File: src/rtl/arith_ctrl_pkg.sv
// Shared encodings for the arith_unit sequencer: op codes, FSM states, strobe bundle.
// ARITH_CTRL_MUL_EN makes OP_MUL a legal command.
package arith_ctrl_pkg;

  localparam int MUL_ITERS_DEFAULT = 30;

  typedef enum logic [1:0] {
    OP_ADD = 2'd0,
    OP_SUB = 2'd1,
    OP_AND = 2'd2,
    OP_MUL = 2'd3
  } op_e;

  typedef enum logic [3:0] {
    ST_IDLE,
    ST_CLR,
    ST_RD1,
    ST_LDA,
    ST_RD2,
    ST_LDB,
    ST_NEGB,
    ST_SUM,
    ST_AND,
    ST_MTEST,
    ST_MSHIFT,
    ST_STB,
    ST_WR,
    ST_DONE
  } state_e;

  typedef struct packed {
    logic do_clear_a;
    logic do_clear_b;
    logic do_clear_c;
    logic do_not_b;
    logic do_sum;
    logic do_and;
    logic do_right_shift_bc;
    logic do_move_c_to_a;
    logic do_move_c_to_b;
    logic do_move_b_to_c;
    logic do_mem_to_c;
  } strobe_t;

  function automatic logic op_legal(input op_e op);
`ifdef ARITH_CTRL_MUL_EN
    op_legal = (op inside {OP_ADD, OP_SUB, OP_AND, OP_MUL});
`else
    op_legal = (op != OP_MUL);
`endif
  endfunction

endpackage

File: src/rtl/arith_ctrl_strobe_dec.sv
// Combinational decode of FSM state into arith_unit micro-op strobes and memory requests.
// Only do_mem_to_c (rd_ack) and the multiply-test do_sum (reg_c30) depend on live inputs.
module arith_ctrl_strobe_dec
  import arith_ctrl_pkg::*;
(
  input  state_e  state,
  input  logic    rd_ack,
  input  logic    reg_c30,
  output strobe_t strb,
  output logic    rd_req,
  output logic    rd_sel,
  output logic    wr_req,
  output logic    busy,
  output logic    done
);

  always_comb begin
    strb   = '0;
    rd_req = 1'b0;
    rd_sel = 1'b0;
    wr_req = 1'b0;
    busy   = (state != ST_IDLE);
    done   = 1'b0;
    case (state)
      ST_CLR: begin
        strb.do_clear_a = 1'b1;
        strb.do_clear_b = 1'b1;
        strb.do_clear_c = 1'b1;
      end
      ST_RD1: begin
        rd_req           = 1'b1;
        strb.do_mem_to_c = rd_ack;
      end
      ST_RD2: begin
        rd_req           = 1'b1;
        rd_sel           = 1'b1;
        strb.do_mem_to_c = rd_ack;
      end
      ST_LDA:    strb.do_move_c_to_a    = 1'b1;
      ST_LDB:    strb.do_move_c_to_b    = 1'b1;
      ST_NEGB:   strb.do_not_b          = 1'b1;
      ST_SUM:    strb.do_sum            = 1'b1;
      ST_AND:    strb.do_and            = 1'b1;
      // Add the multiplicand only when the current multiplier bit is set.
      ST_MTEST:  strb.do_sum            = reg_c30;
      ST_MSHIFT: strb.do_right_shift_bc = 1'b1;
      ST_STB:    strb.do_move_b_to_c    = 1'b1;
      ST_WR:     wr_req                 = 1'b1;
      ST_DONE:   done                   = 1'b1;
      default: ;
    endcase
  end

endmodule

File: src/rtl/arith_ctrl.sv
// Command sequencer for arith_unit: operand fetch, micro-op issue, write-back, status.
// Build with ARITH_CTRL_MUL_EN to include the shift-and-add multiply states and counter.
module arith_ctrl
  import arith_ctrl_pkg::*;
#(
  parameter int MUL_ITERS = MUL_ITERS_DEFAULT
) (
  input  logic       clk,
  input  logic       resetn,
  input  logic       start,
  input  logic [1:0] op_sel,
  output logic       busy,
  output logic       done,
  output logic       flag,
  output logic       err,
  output logic       rd_req,
  output logic       rd_sel,
  input  logic       rd_ack,
  output logic       wr_req,
  input  logic       wr_ack,
  input  logic       carry_out,
  input  logic       reg_b0,
  input  logic       reg_c30,
  output logic       do_clear_a,
  output logic       do_clear_b,
  output logic       do_clear_c,
  output logic       do_not_b,
  output logic       do_sum,
  output logic       do_and,
  output logic       do_right_shift_bc,
  output logic       do_move_c_to_a,
  output logic       do_move_c_to_b,
  output logic       do_move_b_to_c,
  output logic       do_mem_to_c
);

  state_e  state_q, state_d;
  op_e     op_q;
  logic    illegal_q;
  logic    flag_q;
  logic    done_int;
  strobe_t strb;

`ifdef ARITH_CTRL_MUL_EN
  localparam int CNT_W = (MUL_ITERS > 1) ? $clog2(MUL_ITERS) : 1;

  logic [CNT_W-1:0] count_q;
  logic             last_iter;

  assign last_iter = (count_q == CNT_W'(MUL_ITERS - 1));

  always_ff @(posedge clk) begin
    if (!resetn) begin
      count_q <= '0;
    end else if (state_q == ST_RD2 && rd_ack) begin
      count_q <= '0;
    end else if (state_q == ST_MSHIFT) begin
      count_q <= count_q + CNT_W'(1);
    end
  end
`else
  localparam int unused_iters = MUL_ITERS;
  logic unused_status;
  assign unused_status = reg_b0;
`endif

  always_ff @(posedge clk) begin
    if (!resetn) begin
      state_q   <= ST_IDLE;
      op_q      <= OP_ADD;
      illegal_q <= 1'b0;
    end else begin
      state_q <= state_d;
      if (state_q == ST_IDLE && start) begin
        op_q      <= op_e'(op_sel);
        illegal_q <= !op_legal(op_e'(op_sel));
      end
    end
  end

  always_comb begin
    state_d = state_q;
    case (state_q)
      ST_IDLE: begin
        if (start) state_d = op_legal(op_e'(op_sel)) ? ST_CLR : ST_DONE;
      end
      ST_CLR: state_d = ST_RD1;
      ST_RD1: if (rd_ack) state_d = ST_LDA;
      ST_LDA: state_d = ST_RD2;
      ST_RD2: begin
        if (rd_ack) begin
          case (op_q)
            OP_AND:  state_d = ST_AND;
`ifdef ARITH_CTRL_MUL_EN
            OP_MUL:  state_d = ST_MTEST;
`endif
            default: state_d = ST_LDB;
          endcase
        end
      end
      ST_LDB:    state_d = (op_q == OP_SUB) ? ST_NEGB : ST_SUM;
      ST_NEGB:   state_d = ST_SUM;
      ST_SUM:    state_d = ST_STB;
      ST_AND:    state_d = ST_WR;
`ifdef ARITH_CTRL_MUL_EN
      ST_MTEST:  state_d = ST_MSHIFT;
      ST_MSHIFT: state_d = last_iter ? ST_STB : ST_MTEST;
`endif
      ST_STB:    state_d = ST_WR;
      ST_WR:     if (wr_ack) state_d = ST_DONE;
      ST_DONE:   state_d = ST_IDLE;
      default:   state_d = ST_IDLE;
    endcase
  end

  // Status flag: carry/borrow of the sum, 0 for AND, final b0 for multiply.
  always_ff @(posedge clk) begin
    if (!resetn) begin
      flag_q <= 1'b0;
    end else begin
      case (state_q)
        ST_SUM:    flag_q <= (op_q == OP_SUB) ? ~carry_out : carry_out;
        ST_AND:    flag_q <= 1'b0;
`ifdef ARITH_CTRL_MUL_EN
        ST_MSHIFT: if (last_iter) flag_q <= reg_b0;
`endif
        default: ;
      endcase
    end
  end

  arith_ctrl_strobe_dec u_dec (
    .state   (state_q),
    .rd_ack  (rd_ack),
    .reg_c30 (reg_c30),
    .strb    (strb),
    .rd_req  (rd_req),
    .rd_sel  (rd_sel),
    .wr_req  (wr_req),
    .busy    (busy),
    .done    (done_int)
  );

  assign done              = done_int;
  assign err               = done_int & illegal_q;
  assign flag              = flag_q;
  assign do_clear_a        = strb.do_clear_a;
  assign do_clear_b        = strb.do_clear_b;
  assign do_clear_c        = strb.do_clear_c;
  assign do_not_b          = strb.do_not_b;
  assign do_sum            = strb.do_sum;
  assign do_and            = strb.do_and;
  assign do_right_shift_bc = strb.do_right_shift_bc;
  assign do_move_c_to_a    = strb.do_move_c_to_a;
  assign do_move_c_to_b    = strb.do_move_c_to_b;
  assign do_move_b_to_c    = strb.do_move_b_to_c;
  assign do_mem_to_c       = strb.do_mem_to_c;

endmodule

File: config.mk
export PLATFORM = sky130hd
export DESIGN_NAME = arith_ctrl
export DESIGN_NICKNAME = d
export VERILOG_FILES = /design/src/rtl/arith_ctrl_pkg.sv /design/src/rtl/arith_ctrl_strobe_dec.sv /design/src/rtl/arith_ctrl.sv
export SDC_FILE = /design/constraint.sdc
export NUM_CORES = 1
export LEC_CHECK = 0
export CAP_MARGIN = 20
export CELL_PAD_IN_SITES_DETAIL_PLACEMENT = 1
export CELL_PAD_IN_SITES_GLOBAL_PLACEMENT = 1
export CORE_ASPECT_RATIO = 2
export CORE_MARGIN = 2
export CORE_UTILIZATION = 25
export DETAILED_ROUTE_END_ITERATION = 10
export GPL_ROUTABILITY_DRIVEN = 1
export MAX_ROUTING_LAYER = met4
export PLACE_DENSITY_LB_ADDON = 0.08
export SKIP_CTS_REPAIR_TIMING = 1
export SYNTH_ARGS = -nofsm -noshare
export SYNTH_HDL_FRONTEND = slang
export SYNTH_HIERARCHICAL = 1
export SYNTH_SLANG_ARGS = --single-unit
File: constraint.sdc
create_clock -name clk -period 1.46 [get_ports clk]
set_input_delay 0.292 -clock clk [delete_from_list [all_inputs] [get_ports clk]]
set_output_delay 0.292 -clock clk [all_outputs]
set_load 0.05 [all_outputs]
==> results.py, run 1 <==
metrics = {
    "placement": {
        "portBuffers": 26,
        "pre_cts_ws_ns": -0.2992,
        "placed_cell_area_um2": 1519,
        "gp_congestion": 0.8637,
        "post-place-cells": 177,
        "dp_hpwl_mm": 2.204,
    },
    "power_and_ir_drop": {
        "swShare_pct": 45.16,
        "comb_power_share_pct": 80.6,
        "pwr-share-clk_pct": 8.3,
        "p_leak_nw": 0.6855,
        "power_mw": 3.443,
        "powerDensity_nw_per_um2": 1931,
        "seqPwrFrac_pct": 11.1,
        "p_int_mw": 1.888,
        "vdd_drop_max_uv": 1133,
        "power.switching_mw": 1.555,
    },
    "flow_run": {
        "drv_cap": 0,
    },
    "synth": {
        "synthMuxAreaShare_pct": 5.307,
        "synth_adder_area_share_pct": 0,
        "synthArstFlopShare_pct": 0,
        "yosys_warnings": 6,
        "synth_edf_count": 0,
        "synth_simple_gate_area_share_pct": 49.59,
        "synth_top_area_share_pct": 21.23,
        "synth_top_family_by_area": "simple AND/OR/NAND/NOR gates",
        "yosys.area.top_type": "dfxtp_1",
        "syn_inst": 99,
        "netlist-cell-type-count": 34,
        "synth_area_um2": 754.5,
        "synth.net_count": 109,
        "synth_compound_area_share_pct": 13.43,
        "synthXorXnorAreaFrac_pct": 2.322,
        "synth_area_leaders": "dfxtp_1 (21%), nor3_1 (6.0%), nor2_1 (6.0%)",
        "ys_seq_area_share_pct": 21.23,
        "synth_seq_cells": 8,
        "syn_avg_cell_area_um2": 7.621,
        "synth_most_common_cell": "nor2_1",
        "synth_common_cells": "nor2_1 (12), nor3_1 (9), dfxtp_1 (8)",
        "synth_flop_cell": "dfxtp_1",
    },
    "cells_and_area": {
        "antenna_cells": 0,
        "nets": 169,
        "multi_input_area_um2": 760.7,
        "fin_cells": 187,
        "seqCellArea_um2": 175.2,
        "nFillCells": 326,
        "final_util_pct": 61.32,
        "stdcell_area_um2": 1783,
        "area_growth_pct": 136.3,
        "drive_gt1_share_pct": 63.69,
    },
    "global_route": {
        "grt_pass1_vias": 1033,
        "grt.overflow.total": 0,
        "grt_max_degree": 21,
        "grt.total_usage_pct": 16.75,
        "grt_pass1_wl_mm": 4.381,
        "grt_antenna_before_repair": 0,
    },
    "drt": {
        "routed_wl_mm": 3.060,
        "dr_total_vias": 961,
        "drtIter0Drc": 7,
        "post_drt_via_cell_ratio": 5.139,
        "drtAntennaViolNets": 0,
        "drc": 0,
        "dr.pass1.iters": 4,
        "wl_per_cell_um": 16.36,
    },
    "sta": {
        "setup_violations": 19,
        "fin_skew_ns": 0.005332,
        "finalHoldViolCount": 0,
        "tightest_slew_ns": 0.3079,
        "slew_headroom_pct": 79.29,
        "fin_ws_ns": -0.2687,
        "final_max_slew_viol_count": 0,
        "period_needed_ns": 1.729,
        "timing.fmax_mhz": 578.5,
        "rsz0062_at_grt": "true",
        "timing.final.crit_share_pct": 118.4,
    },
    "critical_path": {
        "critPathMaxFanout": 6,
        "slowest_stage": "or4_4",
        "cpPeakStageDelay_ns": 0.54,
        "startpoint_type": "flop",
        "critPathRequiredTime_ns": 1.17,
        "cp_cell_sequence": "buf_6 -> or4_4 -> buf_12",
        "cp_num_buf_inv": 2,
        "worstPathArrival_ns": 1.44,
        "end_kind": "output port",
        "crit_family": "simple AND/OR/NAND/NOR gates",
        "crit_type": "flop to output port",
    },
    "clock_tree": {
        "clk_latency_ns": 0.24,
        "cts.sinks": 8,
        "clk_pin_slew_ns": 0.05,
        "cts_tree": "yes",
        "htree_levels": 1,
        "clockRootBuffer": "clkbuf_8",
        "cts_buffer_depth": 2,
        "cts_buffers": 3,
    },
    "floorplan": {
        "initial_core_util_pct": 25.95,
        "die-area_um2": 3500,
        "num_io_pins": 28,
        "rows": 28,
        "core_area_um2": 2908,
        "die-width_um": 42.85,
        "die_height_um": 81.69,
    },
    "run_status": {
        "violations": "negative setup slack",
        "outcome": "complete, but fails checks",
    },
    "hold_path": {
        "hold_class": "flop to flop",
    },
}
final timing paths:
path,start,end,slack (ns),cells after the start
max reg2reg,state_q[1],state_q[3],-0.25,5
max,state_q[1],busy,-0.27,3
min,illegal_q,illegal_q,0.53,2
min reg2reg,illegal_q,illegal_q,0.53,2
worst min-delay path: cells and delay by family, from the launching register on:
kind / cells / cell delay [ns]
flip-flops: 1 / 0.32
AND/OR/NAND/NOR: 1 / 0.09
multiplexers: 1 / 0.07
flip-flops by register name, summed over array words and instances, names as in the netlist:
register	count
flag	1
illegal_q	1
op_q	2
state_q	4
metal layers:
metal / GRT usage, % / wire, um / up-vias
met5: - / 0 / -
met4: 10.31 / 80 / 0
met3: 0 / 75 / 6
met2: 32.12 / 1876 / 24
met1: 16.13 / 1027 / 461
li1: - / - / 470
cells by family (layout without fill, tap and decap cells):
family                 Yosys count  count (layout)
AND/OR/NAND/NOR                 60              60
multiplexers                     4               4
XOR/XNOR                         2               2
buffers and inverters           10              68
AO/OA/AOI/OAI                   15              15
flip-flops                       8               8
layout make-up:
cell class,instances,area share (%)
clock buffers,3,2.316
repair buffers,65,43.09
multi-input cells,81,42.67
well taps,30,2.105
flip-flops and latches,8,9.825
metrics by stage:
step / TNS [ns] / hold WS [ns]
after detailed placement: -1.107 / 0.5283
after CTS: -3.957 / 0.5393
after floorplan: -2.425 / 0.4202
final: -2.809 / 0.5257
after global routing: -3.559 / 0.5812
after global placement: -0.9410 / 0.5019
power groups by stage:
stage | Clock (mW) | Sequential, mW | Combinational, mW
2_1_floorplan | 0 | 0.337 | 1.36
3_3_place_gp | 0 | 0.377 | 2.29
3_5_place_dp | 0 | 0.379 | 2.33
4_1_cts | 0.301 | 0.375 | 2.34
5_1_grt | 0.300 | 0.392 | 2.92
6_report | 0.285 | 0.384 | 2.77
cell usage in the layout, fill, tap and decap left out, types with 2 or more instances in the layout:
cell and count:
a21oi_1 3, a21oi_2 2, a2bb2oi_2 2, and2_1 2
buf_12 17, buf_4 32, buf_6 6, clkbuf_8 3
clkdlybuf4s50_1 8, dfxtp_1 4, dfxtp_4 4, mux2i_1 4
nand2_1 4, nand2_2 2, nand2b_1 2, nand2b_4 4
nand3b_1 2, nor2_1 6, nor2_4 6, nor2b_1 6
nor3_1 3, nor3_4 6, nor4_1 2, nor4b_4 2
o21ai_0 2
(Power assumes the default switching activity.)
==> inputs of run 2 (changes only) <==
--- a/config.mk
+++ b/config.mk
@@ -9,7 +9,6 @@
 export CELL_PAD_IN_SITES_DETAIL_PLACEMENT = 1
 export CELL_PAD_IN_SITES_GLOBAL_PLACEMENT = 1
 export CORE_ASPECT_RATIO = 2
-export CORE_MARGIN = 2
 export CORE_UTILIZATION = 25
 export DETAILED_ROUTE_END_ITERATION = 10
 export GPL_ROUTABILITY_DRIVEN = 1
==> run 2 against run 1 <==
The flow still finishes with violations (negative setup slack); sequential share of layout area rose by 0.18 points; critical path depth unchanged; clock-buffer cell count unchanged; critical path type unchanged.
==> results.py, run 2 (synthesized netlist as in run 1, its figures left out) <==
metrics = {
    "cells_and_area": {
        "area_growth_pct": 128.9,
        "top_register": "state_q",
        "stdcell_area_um2": 1727,
        "mostFrequentLayoutCell": "buf_4",
        "final_util_pct": 61.58,
        "antenna_cells": 0,
        "nets": 163,
        "largestRegisters": "state_q: 4 flops, op_q: 2 flops",
        "largest_reg_flops": 4,
        "most-common-layout-cells": "buf_4 (24), buf_12 (17), buf_6 (9)",
        "drive_gt1_share_pct": 60.26,
    },
    "sta": {
        "timing.fmax_mhz": 581.5,
        "setup_tns_ns": -1.885,
        "fin_skew_ns": 0.005367,
        "finalHoldViolCount": 0,
        "setup_violations": 15,
        "whs_ns": 0.3902,
        "period_needed_ns": 1.720,
        "rsz0062_at_grt": "true",
        "final_max_slew_viol_count": 0,
        "tightest_slew_ns": 0.3860,
        "fin_ws_ns": -0.2597,
        "slew_headroom_pct": 74.20,
        "timing.final.crit_share_pct": 117.8,
    },
    "critical_path": {
        "startpoint_type": "flop",
        "slowest_stage": "or4_4",
        "end_kind": "output port",
        "critPathMaxFanout": 6,
        "worstPathArrival_ns": 1.43,
        "critPathRequiredTime_ns": 1.17,
        "cpPeakStageDelay_ns": 0.53,
        "cp_cell_sequence": "buf_6 -> or4_4 -> buf_12",
        "crit_type": "flop to output port",
    },
    "drt": {
        "wl_met1_um": 860,
        "dr_total_vias": 933,
        "routed_wl_mm": 2.879,
        "wl_per_cell_um": 15.99,
        "drc": 0,
        "highest_layer": "met4",
        "route.met3.wl_um": 87,
        "drtAntennaViolNets": 0,
        "dr.pass1.iters": 4,
        "post_drt_via_cell_ratio": 5.183,
        "dr_wl_met2_mm": 1.829,
        "drtIter0Drc": 9,
    },
    "global_route": {
        "grt_pass1_vias": 986,
        "grt.total_usage_pct": 18.47,
        "grt_max_degree": 15,
        "grt_antenna_before_repair": 0,
        "grt.overflow.total": 0,
        "grt_pass1_wl_mm": 4.091,
    },
    "floorplan": {
        "core_area_um2": 2804,
        "die-area_um2": 3255,
        "die_height_um": 79.69,
        "rows": 27,
        "die-width_um": 40.85,
        "initial_core_util_pct": 26.91,
        "num_io_pins": 28,
    },
    "placement": {
        "placed_cell_area_um2": 1460,
        "gp_congestion": 0.8813,
        "dp_hpwl_mm": 2.091,
        "portBuffers": 26,
    },
    "clock_tree": {
        "cts_buffer_depth": 2,
        "htree_levels": 1,
        "clk_pin_slew_ns": 0.05,
        "cts.sinks": 8,
        "clk_latency_ns": 0.24,
        "cts_buffers": 3,
        "clockRootBuffer": "clkbuf_8",
        "cts_tree": "yes",
    },
    "flow_run": {
        "drv_cap": 0,
    },
    "power_and_ir_drop": {
        "p_leak_nw": 0.6755,
        "vdd_drop_max_uv": 776.6,
        "powerDensity_nw_per_um2": 1912,
    },
    "run_status": {
        "outcome": "complete, but fails checks",
        "violations": "negative setup slack",
    },
    "hold_path": {
        "hold_class": "input pin to flop",
    },
}
## run 2: final cells by class
class | instances | area, um^2
Fill cell | 310 | 1077
Clock buffer | 3 | 41.29
Timing Repair Buffer | 59 | 719.4
Multi-Input combinational cell | 81 | 757.0
Sequential cell | 8 | 172.7
Tap cell | 29 | 36.28
## run 2: per-stage QoR
stage / setup slack (ns) / cells / power [mW]
floorplan: -0.3662 / 99 / 1.700
global placement: -0.3040 / 170 / 2.569
detailed placement: -0.4039 / 170 / 2.610
CTS: -0.3117 / 173 / 2.905
global route: -0.2888 / 180 / 3.471
finish: -0.2597 / 180 / 3.301
## run 2: worst paths after layout
| path | cells past startpoint | end | startpoint | slack [ns] |
|---|---|---|---|---|
| setup / recovery | 3 | busy | state_q[1] | -0.26 |
| hold / removal | 3 | op_q[1] | op_sel[1] | 0.39 |
| setup reg to reg | 5 | state_q[3] | state_q[1] | -0.18 |
| hold reg to reg | 2 | illegal_q | illegal_q | 0.53 |
## run 2: worst max-delay path, delay by kind of cell, from the launching register on
family	cells	cell delay, ns
buffers and inverters	2	0.30
flip-flops	1	0.36
AND/OR/NAND/NOR	1	0.53
## run 2: layer usage
layer / track usage [%] / vias to the layer above
li1: - / 460
met1: 16.55 / 438
met2: 33.75 / 26
met3: 1.671 / 9
met4: 9.667 / 0
met5: - / -
## run 2: report_power, final
group / internal [mW] / switching (mW)
clock network: 0.180 / 0.104
logic: 1.31 / 1.34
registers: 0.295 / 0.0707
total: 1.78 / 1.52
==> inputs of run 3 (changes only) <==
--- a/config.mk
+++ b/config.mk
@@ -9,6 +9,7 @@
 export CELL_PAD_IN_SITES_DETAIL_PLACEMENT = 1
 export CELL_PAD_IN_SITES_GLOBAL_PLACEMENT = 1
 export CORE_ASPECT_RATIO = 2
+export CORE_MARGIN = 2
 export CORE_UTILIZATION = 25
 export DETAILED_ROUTE_END_ITERATION = 10
 export GPL_ROUTABILITY_DRIVEN = 1
==> results of run 3 <==
The final DEF is identical to that of run 1; final timing and power are the same.
